$ cat config.mk
export PLATFORM = sky130hd
export DESIGN_NAME = mem_port_arbiter
export DESIGN_NICKNAME = d
export VERILOG_FILES = /design/src/rtl/mem_arb_pkg.sv /design/src/rtl/arb_streak_counter.sv /design/src/rtl/mem_port_arbiter.sv
export SDC_FILE = /design/constraint.sdc
export NUM_CORES = 1
export LEC_CHECK = 0
export ABC_AREA = 1
export CORE_MARGIN = 8
export CORE_UTILIZATION = 45
export CTS_BUF_LIST = sky130_fd_sc_hd__clkbuf_16
export CTS_CLUSTER_SIZE = 20
export DETAILED_ROUTE_END_ITERATION = 16
export PLACE_DENSITY = 0.82
export SLEW_MARGIN = 15
export SYNTH_ARGS = -nofsm -noshare
export SYNTH_HDL_FRONTEND = slang
export SYNTH_SLANG_ARGS = --single-unit
$ cat constraint.sdc
create_clock -name clk -period 2.4 [get_ports clk]
set_clock_uncertainty 0.1 [all_clocks]
set_input_delay 0.48 -clock clk [delete_from_list [all_inputs] [get_ports clk]]
set_output_delay 0.48 -clock clk [all_outputs]
set_load 0.1 [all_outputs]
$ cat src/rtl/mem_arb_pkg.sv
// Shared types and constants for the instruction/data memory port arbiter.
package mem_arb_pkg;

    localparam int STREAK_W = 4;

    typedef enum logic [1:0] {
        ST_IDLE   = 2'd0,
        ST_D_XFER = 2'd1,
        ST_I_LO   = 2'd2,
        ST_I_HI   = 2'd3
    } arbState_e;

    typedef enum logic {
        BEAT_LO = 1'b0,
        BEAT_HI = 1'b1
    } beat_e;

    // Word address of a fetch beat; the high beat wraps at 16 bits.
    function automatic logic [15:0] beatAddr(input logic [15:0] pc, input beat_e beat);
        return pc + {15'd0, logic'(beat)};
    endfunction

endpackage

$ cat src/rtl/arb_streak_counter.sv
// Saturating count of consecutive data grants made while a fetch waits.
module arb_streak_counter
    import mem_arb_pkg::*;
#(
    parameter logic [STREAK_W-1:0] LIMIT = 4'd4
) (
    input  logic clk,
    input  logic a_rst,
    input  logic clr_i,
    input  logic inc_i,
    output logic atLimit_o
);

    logic [STREAK_W-1:0] count_q;
    logic [STREAK_W-1:0] count_d;

    // Clear wins over increment; the count stops at the limit.
    always_comb begin
        count_d = count_q;
        if (clr_i) begin
            count_d = '0;
        end else if (inc_i && (count_q < LIMIT)) begin
            count_d = count_q + STREAK_W'(1);
        end
    end

    // Count register with synchronous reset.
    always_ff @(posedge clk) begin
        if (a_rst) begin
            count_q <= '0;
        end else begin
            count_q <= count_d;
        end
    end

    assign atLimit_o = (count_q >= LIMIT);

endmodule

$ cat src/rtl/mem_port_arbiter.sv
// Shares one 16-bit word bus between two-beat instruction fetch and the data port.
// Data has priority, bounded by a streak counter so fetch always progresses.
// Optional feature: define FETCH_BUFFER_EN for a one-entry fetch result buffer.
module mem_port_arbiter
    import mem_arb_pkg::*;
#(
    parameter int unsigned DATA_STREAK_MAX = 4
) (
    input  logic        clk,
    input  logic        a_rst,
    input  logic        i_req,
    input  logic [15:0] i_pc,
    input  logic        i_flush,
    output logic        i_rdy,
    output logic [31:0] i_opcode,
    input  logic        d_assert,
    input  logic [15:0] d_addr,
    input  logic [15:0] d_wdata,
    input  logic        d_cmd,
    input  logic [1:0]  d_be,
    output logic        d_rdy,
    output logic [15:0] d_rdata,
    output logic        bus_req,
    output logic [15:0] bus_addr,
    output logic        bus_we,
    output logic [1:0]  bus_be,
    output logic [15:0] bus_wdata,
    input  logic [15:0] bus_rdata,
    input  logic        bus_ack
);

    arbState_e   state_q, state_d;
    logic        busReq_q, busReq_d;
    logic [15:0] busAddr_q, busAddr_d;
    logic        busWe_q, busWe_d;
    logic [1:0]  busBe_q, busBe_d;
    logic [15:0] busWdata_q, busWdata_d;
    logic        iRdy_q, iRdy_d;
    logic        dRdy_q, dRdy_d;
    logic [31:0] iOpcode_q, iOpcode_d;
    logic [15:0] dRdata_q, dRdata_d;
    logic [15:0] loHalf_q, loHalf_d;
    logic [15:0] fetchPc_q, fetchPc_d;
    logic        kill_q, kill_d;

    logic idleFree, busDone, grantData, fetchSel, grantFetch, bufHit;
    logic streakAtLimit, streakClr, streakInc, fetchKilled;

    // The rdy cycle is not a grant cycle: requesters still hold their request then.
    assign idleFree    = (state_q == ST_IDLE) && !iRdy_q && !dRdy_q;
    assign busDone     = busReq_q && bus_ack;
    assign grantData   = idleFree && d_assert && (!i_req || !streakAtLimit);
    assign fetchSel    = idleFree && !grantData && i_req;
    assign fetchKilled = kill_q || i_flush;

`ifdef FETCH_BUFFER_EN
    logic        bufValid_q, bufValid_d;
    logic [15:0] bufPc_q, bufPc_d;
    logic [31:0] bufOpcode_q, bufOpcode_d;

    assign bufHit = fetchSel && bufValid_q && (i_pc == bufPc_q) && !i_flush;
`else
    assign bufHit = 1'b0;
`endif

    assign grantFetch = fetchSel && !bufHit;
    assign streakInc  = grantData && i_req;
    assign streakClr  = !i_req || grantFetch || bufHit;

    arb_streak_counter #(
        .LIMIT(STREAK_W'(DATA_STREAK_MAX))
    ) u_streak (
        .clk      (clk),
        .a_rst    (a_rst),
        .clr_i    (streakClr),
        .inc_i    (streakInc),
        .atLimit_o(streakAtLimit)
    );

    // State register.
    always_ff @(posedge clk) begin
        if (a_rst) begin
            state_q <= ST_IDLE;
        end else begin
            state_q <= state_d;
        end
    end

    // Next-state: one grant per IDLE visit, each beat advances on its ack.
    always_comb begin
        state_d = state_q;
        unique case (state_q)
            ST_IDLE:   if (grantData) state_d = ST_D_XFER;
                       else if (grantFetch) state_d = ST_I_LO;
            ST_D_XFER: if (busDone) state_d = ST_IDLE;
            ST_I_LO:   if (busDone) state_d = ST_I_HI;
            ST_I_HI:   if (busDone) state_d = ST_IDLE;
            default:   state_d = ST_IDLE;
        endcase
    end

    // Output next values: bus cycle setup, beat capture, rdy pulses and fetch kill.
    always_comb begin
        busReq_d   = busReq_q;
        busAddr_d  = busAddr_q;
        busWe_d    = busWe_q;
        busBe_d    = busBe_q;
        busWdata_d = busWdata_q;
        iRdy_d     = 1'b0;
        dRdy_d     = 1'b0;
        iOpcode_d  = iOpcode_q;
        dRdata_d   = dRdata_q;
        loHalf_d   = loHalf_q;
        fetchPc_d  = fetchPc_q;
        kill_d     = kill_q;
        unique case (state_q)
            ST_IDLE: begin
                kill_d = 1'b0;
                if (grantData) begin
                    busReq_d   = 1'b1;
                    busAddr_d  = d_addr;
                    busWe_d    = d_cmd;
                    busBe_d    = d_be;
                    busWdata_d = d_wdata;
                end else if (grantFetch) begin
                    busReq_d  = 1'b1;
                    busAddr_d = beatAddr(i_pc, BEAT_LO);
                    busWe_d   = 1'b0;
                    busBe_d   = 2'b11;
                    fetchPc_d = i_pc;
                    kill_d    = i_flush;
                end
`ifdef FETCH_BUFFER_EN
                else if (bufHit) begin
                    iRdy_d    = 1'b1;
                    iOpcode_d = bufOpcode_q;
                end
`endif
            end
            ST_D_XFER: begin
                if (busDone) begin
                    busReq_d = 1'b0;
                    busWe_d  = 1'b0;
                    busBe_d  = 2'b00;
                    dRdy_d   = 1'b1;
                    if (!busWe_q) dRdata_d = bus_rdata;
                end
            end
            ST_I_LO: begin
                if (i_flush) kill_d = 1'b1;
                if (busDone) begin
                    busReq_d  = 1'b0;
                    busAddr_d = beatAddr(fetchPc_q, BEAT_HI);
                    loHalf_d  = bus_rdata;
                end
            end
            ST_I_HI: begin
                if (i_flush) kill_d = 1'b1;
                if (!busReq_q) begin
                    busReq_d = 1'b1;
                end else if (busDone) begin
                    busReq_d = 1'b0;
                    busBe_d  = 2'b00;
                    kill_d   = 1'b0;
                    iRdy_d   = !fetchKilled;
                    if (!fetchKilled) iOpcode_d = {bus_rdata, loHalf_q};
                end
            end
            default: ;
        endcase
    end

    // Output and datapath registers; reset drops any bus cycle in progress.
    always_ff @(posedge clk) begin
        if (a_rst) begin
            busReq_q   <= 1'b0;
            busAddr_q  <= '0;
            busWe_q    <= 1'b0;
            busBe_q    <= '0;
            busWdata_q <= '0;
            iRdy_q     <= 1'b0;
            dRdy_q     <= 1'b0;
            iOpcode_q  <= '0;
            dRdata_q   <= '0;
            loHalf_q   <= '0;
            fetchPc_q  <= '0;
            kill_q     <= 1'b0;
        end else begin
            busReq_q   <= busReq_d;
            busAddr_q  <= busAddr_d;
            busWe_q    <= busWe_d;
            busBe_q    <= busBe_d;
            busWdata_q <= busWdata_d;
            iRdy_q     <= iRdy_d;
            dRdy_q     <= dRdy_d;
            iOpcode_q  <= iOpcode_d;
            dRdata_q   <= dRdata_d;
            loHalf_q   <= loHalf_d;
            fetchPc_q  <= fetchPc_d;
            kill_q     <= kill_d;
        end
    end

`ifdef FETCH_BUFFER_EN
    // Buffer fill on delivered fetches; flushes and writes overlapping the entry invalidate it.
    always_comb begin
        bufValid_d  = bufValid_q;
        bufPc_d     = bufPc_q;
        bufOpcode_d = bufOpcode_q;
        if ((state_q == ST_I_HI) && busDone && !fetchKilled) begin
            bufValid_d  = 1'b1;
            bufPc_d     = fetchPc_q;
            bufOpcode_d = {bus_rdata, loHalf_q};
        end
        if (i_flush) begin
            bufValid_d = 1'b0;
        end
        if (grantData && d_cmd && ((d_addr == bufPc_q) || (d_addr == bufPc_q + 16'd1))) begin
            bufValid_d = 1'b0;
        end
    end

    // Fetch buffer registers.
    always_ff @(posedge clk) begin
        if (a_rst) begin
            bufValid_q  <= 1'b0;
            bufPc_q     <= '0;
            bufOpcode_q <= '0;
        end else begin
            bufValid_q  <= bufValid_d;
            bufPc_q     <= bufPc_d;
            bufOpcode_q <= bufOpcode_d;
        end
    end
`endif

    assign bus_req   = busReq_q;
    assign bus_addr  = busAddr_q;
    assign bus_we    = busWe_q;
    assign bus_be    = busBe_q;
    assign bus_wdata = busWdata_q;
    assign i_rdy     = iRdy_q;
    assign d_rdy     = dRdy_q;
    assign i_opcode  = iOpcode_q;
    assign d_rdata   = dRdata_q;

endmodule

Word level (Yosys, flattened, before mapping)
Cells that the tools add are included.

Input port bits: 73. Register bits after elaboration: 125. Word-level logic and storage cells: 102.

Muxes and demuxes: 30. Reduce and logical (&&, ||, !) cells: 38. $lt $le $gt $ge: 2. Bitwise operators: 7. Equality and inequality tests: 9. Add/sub/neg operators: 2.

Operator list (count): $mux 16 (3); $pmux 16 s2 (1); $reduce_and 3->1 (6); $add 16x1->16 const B (1); $mux 2 (8); $mux 1 (13); $pmux 2 s3 (2); $logic_and 1x1->1 (9); $reduce_or 2->1 (4); $not 1->1 (7); $logic_not 1->1 (6); $ne 2x2->1 const B (3); $pmux 1 s3 (2); $reduce_and 2->1 (3); $reduce_bool 3->1 (2); $add 4x1->4 const B (1); $eq 2x2->1 const B (2); $ge 4x3->1 const B (1); $lt 4x3->1 const B (1); $ne 2x1->1 const B (2); $reduce_and 4->1 (1); $reduce_bool 2->1 (2); $reduce_or 4->1 (1); $logic_or 1x1->1 (3); other kinds (4) (4).

Logic depth before layout (Yosys ltp)
Gate-level depths: netlist of the first run.

Depth in word-level cells: 11. Depth in mapped cells: 12. Depth with buffers taken out: 11.

Cells and area by module
Synthesis of the first run repeated with hierarchy kept, for this count alone.

Cells, all modules: 781. Area, all modules: 5427.7 µm².

By module, submodules not included: mem_port_arbiter (cells each 758, instances 1, sequential area each 2422.3 µm², area each 5243.8 µm²); arb_streak_counter (cells each 23, instances 1, sequential area each 80.1 µm², area each 183.9 µm²).

Least setup slack after synthesis of the first run
No wires, ideal clock.

Path type: reg-to-reg. Start: reg busReq_q (netlist: bus_req). End: reg dRdata_q[10] (netlist: d_rdata[10]). Arrival: 1.991 ns. Cell stages (with the launch flop): 9. Setup slack: 0.192 ns. Path buffers: 1. Path through: dfxtp_1 -> nand2_1 -> inv_2 -> nand2_2 -> nor2_4 -> inv_1 -> buf_2 -> nor2_1 -> nor2_1.

Word-level cells in the longest chain between the ends: 2.

RTL lines: start: declaration (line mem_port_arbiter.sv:33) `logic busReq_q, busReq_d;`; start signal: assignment (line mem_port_arbiter.sv:189) `busReq_q <= busReq_d;`; $logic_and 1x1->1 (line mem_port_arbiter.sv:51) `assign busDone = busReq_q && bus_ack;`; $reduce_and 3->1 (no source line); end signal: assignment (line mem_port_arbiter.sv:197) `dRdata_q <= dRdata_d;`; end: declaration (line mem_port_arbiter.sv:41) `logic [15:0] dRdata_q, dRdata_d;`.

Every way passes these cells. A chain may end at the register's enable or synchronous reset.

Worst setup path in the final report of the first run
Start: reg state_q[1]. End: reg u_streak.count_q[1].

Word-level cells in the longest chain between the ends: 10.

RTL lines: start: declaration (line mem_port_arbiter.sv:32) `arbState_e state_q, state_d;`; start signal: assignment (line mem_port_arbiter.sv:85) `state_q <= state_d;`; $logic_not 2->1 (*) (line mem_port_arbiter.sv:50) `assign idleFree = (state_q == ST_IDLE) && !iRdy_q && !dRdy_q;`; $logic_and 1x1->1 (*) (2 in a row) (line mem_port_arbiter.sv:50); $logic_and 1x1->1 (2 in a row) (line mem_port_arbiter.sv:52) `assign grantData = idleFree && d_assert && (!i_req || !streakAtLimit);`; $logic_not 1->1 (line mem_port_arbiter.sv:53) `assign fetchSel = idleFree && !grantData && i_req;`; $logic_and 1x1->1 (2 in a row) (line mem_port_arbiter.sv:53); $logic_or 1x1->1 (line mem_port_arbiter.sv:68) `assign streakClr = !i_req || grantFetch || bufHit;`; $reduce_or 2->1 (no source line); end signal: assignment (line arb_streak_counter.sv:32) `count_q <= count_d;`; end: declaration (line arb_streak_counter.sv:14) `logic [STREAK_W-1:0] count_q;`.

Every way passes the cells marked *; elsewhere a longest branch is shown, timed or not.

==> results of run 1 <==
==> power groups by stage <==
stage	logic, mW	clock network, mW	registers, mW
after floorplan	1.33	0	4.40
after global placement	3.85	0	2.66
after detailed placement	3.89	0	2.66
after CTS	3.90	2.12	2.62
after global routing	4.13	2.21	2.66
final	3.89	2.09	2.62
==> through the flow <==
step                      cells  total power, mW  setup slack, ns  util [%]
after floorplan             776             5.73            0.192         -
after global placement     1054             6.50            0.192      58.2
after detailed placement   1054             6.55            0.124      58.2
after CTS                  1081             8.64            0.326      62.0
after global routing       1081             9.00            0.154      62.0
final                      1081             8.60            0.317      62.0
==> metal layers <==
| metal | track usage (%) | vias to the layer above | share of wire [%] |
|---|---|---|---|
| li1 | - | 2753 | - |
| met1 | 22.2 | 2471 | 43 |
| met2 | 32.6 | 182 | 48 |
| met3 | 5.40 | 20 | 6.8 |
| met4 | 7.28 | 0 | 1.6 |
| met5 | 0 | - | 0 |
==> kinds of logic after synthesis <==
kind of cell,count (synthesis),synth area share [%]
adders and majority gates,8,1.81
buffers and inverters,150,12.0
xor gates and xnor gates,1,0.158
and+or+nand+nor,301,23.2
DFF,125,45.3
AOI/OAI and AO/OA,191,17.5
==> placed cells by master (no fill, tap or decap), types with 3 or more instances in the layout <==
cell	instances
nand3_1	47
o21ai_1	8
nor2_1	142
buf_4	92
ha_1	8
inv_1	110
clkbuf_16	17
nand2_2	4
o21ai_0	110
clkinv_1	5
nor2_4	4
dfxtp_1	125
nand2_4	3
buf_12	5
inv_2	5
nand2_1	94
clkdlybuf4s50_1	72
a21oi_1	71
nand3b_1	4
==> area by class of cell <==
class / instances / share of cell area [%]
sequential: 125 / 33.6
multi-input combinational: 501 / 31.7
timing repair buffer: 169 / 20.3
clock buffer: 17 / 5.71
inverter: 112 / 5.71
tap: 147 / 2.47
clock inverter: 10 / 0.554
==> sequential cells by signal, indices dropped and copies added, names as in the netlist <==
signal            flops
state_q               2
fetchPc_q            16
bus_be                2
i_rdy                 1
loHalf_q             16
bus_addr             16
d_rdy                 1
i_opcode             32
bus_req               1
bus_we                1
u_streak.count_q      4
bus_wdata            16
kill_q                1
d_rdata              16
==> worst max-delay path: stages, from the launching register on <==
cell,delay [ns]
dfxtp_1,0.33
inv_1,0.17
ha_1,0.27
nand3_4,0.15
nor2_4,0.18
nand2_4,0.25
nor2_1,0.30
inv_1,0.09
nand2_1,0.06
a21oi_1,0.06
==> path summary, 6_finish.rpt <==
check,endpoint,cells past startpoint,start
worst max register to register,u_streak.count_q[1]$_SDFFE_PP0P_,9,state_q[1]$_SDFFE_PP0P_
worst min register to register,i_opcode[6]$_SDFFE_PP0P_,2,loHalf_q[6]$_SDFFE_PP0P_
worst max-delay path,u_streak.count_q[1]$_SDFFE_PP0P_,9,state_q[1]$_SDFFE_PP0P_
worst min-delay path,i_opcode[6]$_SDFFE_PP0P_,2,loHalf_q[6]$_SDFFE_PP0P_
==> impl_metrics.json, run 1 <==
{
  "hold_viol_final": 0,
  "grt_use_total_pct": 19.1,
  "hold_class": "reg2reg",
  "cts_max_path_buffers": 2,
  "min_period_ns": 2.08,
  "area_growth_pct": 34.8,
  "ys_seq_area_share_pct": 45.3,
  "chipWidth_microns": 127,
  "drive_gt1_share_pct": 14.3,
  "slew_violations": 0,
  "io_pins": 159,
  "pwr-share-clk_pct": 24.3,
  "drt_iter0_drc": 399,
  "fin_crit_sh_pct": 86.8,
  "post_cts_resized": 0,
  "peakVddDrop_uv": 701,
  "vias": 5426,
  "max_freq_ghz": 0.480,
  "synth-main-ff-cell": "dfxtp_1",
  "crit_type": "reg2reg",
  "rows": 40,
  "yosys.cell_types.count": 25,
  "die_y_microns": 127,
  "syn_avg_cell_area_sq_um": 7.13,
  "p_per_area_mw_per_mm2": 1150,
  "place_congestion": 0.817,
  "relSlewSlack_pct": 58.8,
  "leakage_nw": 3.43,
  "gr-total-overflow": 0,
  "finalSetupViolCount": 0,
  "finalWirelength_microns": 15400,
  "tns_ns": 0,
  "cts_setup_buffers": 0,
  "required_ns": 2.60,
  "sw_frac_of_total_pct": 46.5,
  "p_int_mw": 4.60,
  "fin_nets": 1007,
  "io_buffers": 158,
  "netSwitchingPower_mw": 4.00,
  "worst_slew_pin_slew_ns": 0.617,
  "hold_ws_ns": 0.351,
  "cts_max_level": 4,
  "fillers": 1099,
  "grt_pass1_vias": 5156,
  "synthTopCellsByArea": "dfxtp_1 (45%), o21ai_0 (10%), nor2_1 (9.6%), inv_1 (7.2%), a21oi_1 (6.4%)",
  "clock_latency_ns": 0.41,
  "fp.coreArea_sq_mm": 0.0120,
  "combPwrFrac_pct": 45.2,
  "rsz0062_at_grt": "no",
  "status": "finished, final reports clean",
  "drc": 0,
  "multi_input_area_sq_mm": 0.00236,
  "detail-route-antenna-nets": 0,
  "grt_start_max_net_pins": 60,
  "grt_pass1_wl_microns": 24900,
  "seq_power_share_pct": 30.5,
  "cts_tree": "done",
  "synth_area_sq_mm": 0.00553,
  "path_clk_slew_ns": 0.05,
  "yosysTopAreaCell": "dfxtp_1",
  "cp-end-kind": "register",
  "syn_inst": 776,
  "holdBufCountCts": 0,
  "arrival_ns": 2.28,
  "async_flop_share_pct": 0,
  "syn_nets": 857,
  "n_antenna_cell": 0,
  "crit_path_start_kind": "register",
  "yosysTopAreaCellShare_pct": 45.3,
  "avgRoutedWirePerCell_microns": 14.2,
  "place_hpwl_microns": 10800,
  "drv_cap": 0,
  "antenna_found_initial": 0,
  "r2r_slack_ns": 0.32,
  "cts.sink_count": 125,
  "final_cell_area_sq_mm": 0.00745,
  "viasPerCell": 5.02,
  "placed_area_sq_mm": 0.00699,
  "root_buffer": "clkbuf_16",
  "die_area_sq_mm": 0.0161,
  "yosysMostFrequentCell": "nor2_1",
  "yosys_register_bits": 125,
  "crit_fanout": 36,
  "final-seq-area_sq_mm": 0.00250,
  "cts_inserted_buffers": 17,
  "drt_first_pass_iters": 5,
  "yosysWarnings": 0,
  "start_util_pct": 46.0,
  "synth-edff-count": 0,
  "synthTopCellsByCount": "nor2_1 (142), dfxtp_1 (125), o21ai_0 (110)"
}
Power figures use the tool's default switching activity.
==> run 2: changes to the inputs <==
--- a/config.mk
+++ b/config.mk
@@ -12,7 +12,7 @@
 export CTS_CLUSTER_SIZE = 20
 export DETAILED_ROUTE_END_ITERATION = 16
 export PLACE_DENSITY = 0.82
-export SLEW_MARGIN = 15
+export SLEW_MARGIN = 20
 export SYNTH_ARGS = -nofsm -noshare
 export SYNTH_HDL_FRONTEND = slang
 export SYNTH_SLANG_ARGS = --single-unit
==> results of run 2 <==
No change in the layout: final DEF, timing and power equal those of run 1.
==> run 3: changes to the inputs <==
--- a/config.mk
+++ b/config.mk
@@ -6,12 +6,15 @@
 export NUM_CORES = 1
 export LEC_CHECK = 0
 export ABC_AREA = 1
+export CELL_PAD_IN_SITES_DETAIL_PLACEMENT = 0
+export CELL_PAD_IN_SITES_GLOBAL_PLACEMENT = 2
 export CORE_MARGIN = 8
-export CORE_UTILIZATION = 45
+export CORE_UTILIZATION = 26
 export CTS_BUF_LIST = sky130_fd_sc_hd__clkbuf_16
 export CTS_CLUSTER_SIZE = 20
 export DETAILED_ROUTE_END_ITERATION = 16
-export PLACE_DENSITY = 0.82
+export HOLD_SLACK_MARGIN = 0.05
+export PLACE_DENSITY = 0.87
 export SLEW_MARGIN = 20
 export SYNTH_ARGS = -nofsm -noshare
 export SYNTH_HDL_FRONTEND = slang
==> run 3 against run 2 <==
Against the previous run:
- maximum frequency hardly changed
- critical endpoint is now bus_addr[9]$_SDFFE_PP0P_
- setup slack lost 0.0017 ns
- register-to-register slack is essentially flat
- sequential power about the same
- clock-buffer cell count did not move
- critical path type unchanged
==> impl_metrics.json, run 3 (synthesis results as in run 1) <==
{
  "crit_type": "reg2reg",
  "n_antenna_cell": 0,
  "relSlewSlack_pct": 62.5,
  "leakage_nw": 3.49,
  "place_congestion": 0.750,
  "start_util_pct": 26.4,
  "p_per_area_mw_per_mm2": 1180,
  "status": "finished, final reports clean",
  "io_pins": 159,
  "drt_iter0_drc": 250,
  "gr-total-overflow": 0,
  "min_from": "loHalf_q[3]$_SDFFE_PP0P_",
  "post_cts_resized": 0,
  "arrival_ns": 2.30,
  "hold_viol_final": 0,
  "slew_violations": 0,
  "rsz0062_at_grt": "no",
  "drv_cap": 0,
  "die_y_microns": 162,
  "cts.sink_count": 125,
  "drc": 0,
  "area_growth_pct": 39.8,
  "place_ws_ns": 0.151,
  "chipWidth_microns": 162,
  "path_clk_slew_ns": 0.07,
  "r2r_slack_ns": 0.31,
  "rows": 53,
  "whs_endpoint": "i_opcode[3]$_SDFFE_PP0P_",
  "fp.coreArea_sq_mm": 0.0210,
  "tns_ns": 0,
  "grt_start_max_net_pins": 67,
  "worst_slew_pin_slew_ns": 0.562,
  "fin_nets": 1011,
  "grt_use_total_pct": 13.4,
  "vias": 5247,
  "crit_fanout": 13,
  "antenna_found_initial": 0,
  "reg2reg_to": "bus_addr[9]$_SDFFE_PP0P_",
  "clock_latency_ns": 0.42,
  "root_buffer": "clkbuf_16",
  "place_hpwl_microns": 12500,
  "io_buffers": 158,
  "finalSetupViolCount": 0,
  "min_period_ns": 2.09,
  "setup_ws_ns": 0.315,
  "r2r_start": "state_q[0]$_SDFFE_PP0P_",
  "drt_first_pass_iters": 5,
  "cp-end-kind": "register",
  "peakVddDrop_uv": 549,
  "final_common_cell": "nor2_1",
  "hold_class": "reg2reg",
  "fin_crit_sh_pct": 86.9,
  "holdBufCountCts": 0,
  "crit_path_start_kind": "register",
  "min_path_cells": 2,
  "max_freq_ghz": 0.480,
  "cts_max_level": 4,
  "required_ns": 2.62,
  "grt_pass1_wl_microns": 27800,
  "detail-route-antenna-nets": 0,
  "finalWirelength_microns": 17200,
  "cts_setup_buffers": 0,
  "avgRoutedWirePerCell_microns": 14.1,
  "cts_tree": "done",
  "grt_pass1_vias": 5185,
  "drive_gt1_share_pct": 16.1,
  "cts_max_path_buffers": 2,
  "ff2ff_path_depth": 11,
  "viasPerCell": 4.31,
  "largest_register_ffs": 32,
  "final_cell_mix": "nor2_1 (142), dfxtp_1 (125), o21ai_0 (110)",
  "cts_inserted_buffers": 17,
  "die_area_sq_mm": 0.0262
}
-- run 3: changes by cell type in the layout (fill, tap and decap cells not counted), sizes merged --
cell,previous run,this run
clkinv,5,2
buf,97,101
inv,116,124
-- run 3: per-layer routing --
metal | vias up | global-route usage [%] | routed length, microns
li1 | 2767 | - | -
met5 | - | 0 | 0
met3 | 11 | 4.56 | 1090
met1 | 2348 | 16.6 | 7810
met2 | 121 | 21.8 | 8140
met4 | 0 | 3.41 | 127
-- run 3: how the worst max path moves through the flow --
stage | to | from | slack (ns)
finish | bus_addr[9]$_SDFFE_PP0P_ | state_q[0]$_SDFFE_PP0P_ | 0.31
global route | bus_be[1]$_SDFFE_PP0P_ | state_q[0]$_SDFFE_PP0P_ | 0.18
CTS | bus_addr[4]$_SDFFE_PP0P_ | state_q[0]$_SDFFE_PP0P_ | 0.36
detailed placement | bus_wdata[2]$_SDFFE_PP0P_ | i_req | 0.15
global placement | bus_wdata[1]$_SDFFE_PP0P_ | i_req | 0.19
floorplan | d_rdata[10]$_SDFFE_PP0P_ | bus_req$_SDFFE_PP0P_ | 0.19
-- run 3: power by group --
part	total [mW]	leakage, nW	switching, mW	internal (mW)
clock	2.53	0.286	1.13	1.40
combinational	3.95	2.18	2.99	0.957
sequential	2.62	1.02	0.205	2.41
total	9.09	3.49	4.33	4.77
-- run 3: area by class of cell --
cell class	instances	area, sq um
timing repair buffer	173	1520
tap	275	344
clock buffer	17	425
clock inverter	15	155
sequential	125	2500
multi-input combinational	501	2360
inverter	112	425
fill	2323	13200
-- run 3: metrics by stage --
step / hold slack, ns / instances / power (mW) / cell area [sq um] / utilization (%)
2_1_floorplan: 0.330 / 776 / 5.73 / 5530 / -
3_3_place_gp: 0.336 / 1186 / 6.65 / 7150 / 34.1
3_5_place_dp: 0.343 / 1186 / 6.65 / 7150 / 34.1
4_1_cts: 0.352 / 1218 / 9.24 / 7730 / 36.9
5_1_grt: 0.376 / 1218 / 9.65 / 7730 / 36.9
6_report: 0.351 / 1218 / 9.09 / 7730 / 36.9
-- run 3: worst max-delay path, cell delays in order (launching register included) --
cell and delay, ns:
dfxtp_1 0.43, inv_1 0.13, ha_1 0.27, nand3_4 0.16, inv_2 0.05, o21ai_1 0.22
nand2_2 0.11, nand2_4 0.10, buf_4 0.21, a21oi_1 0.09, nand2_1 0.07, inv_1 0.03
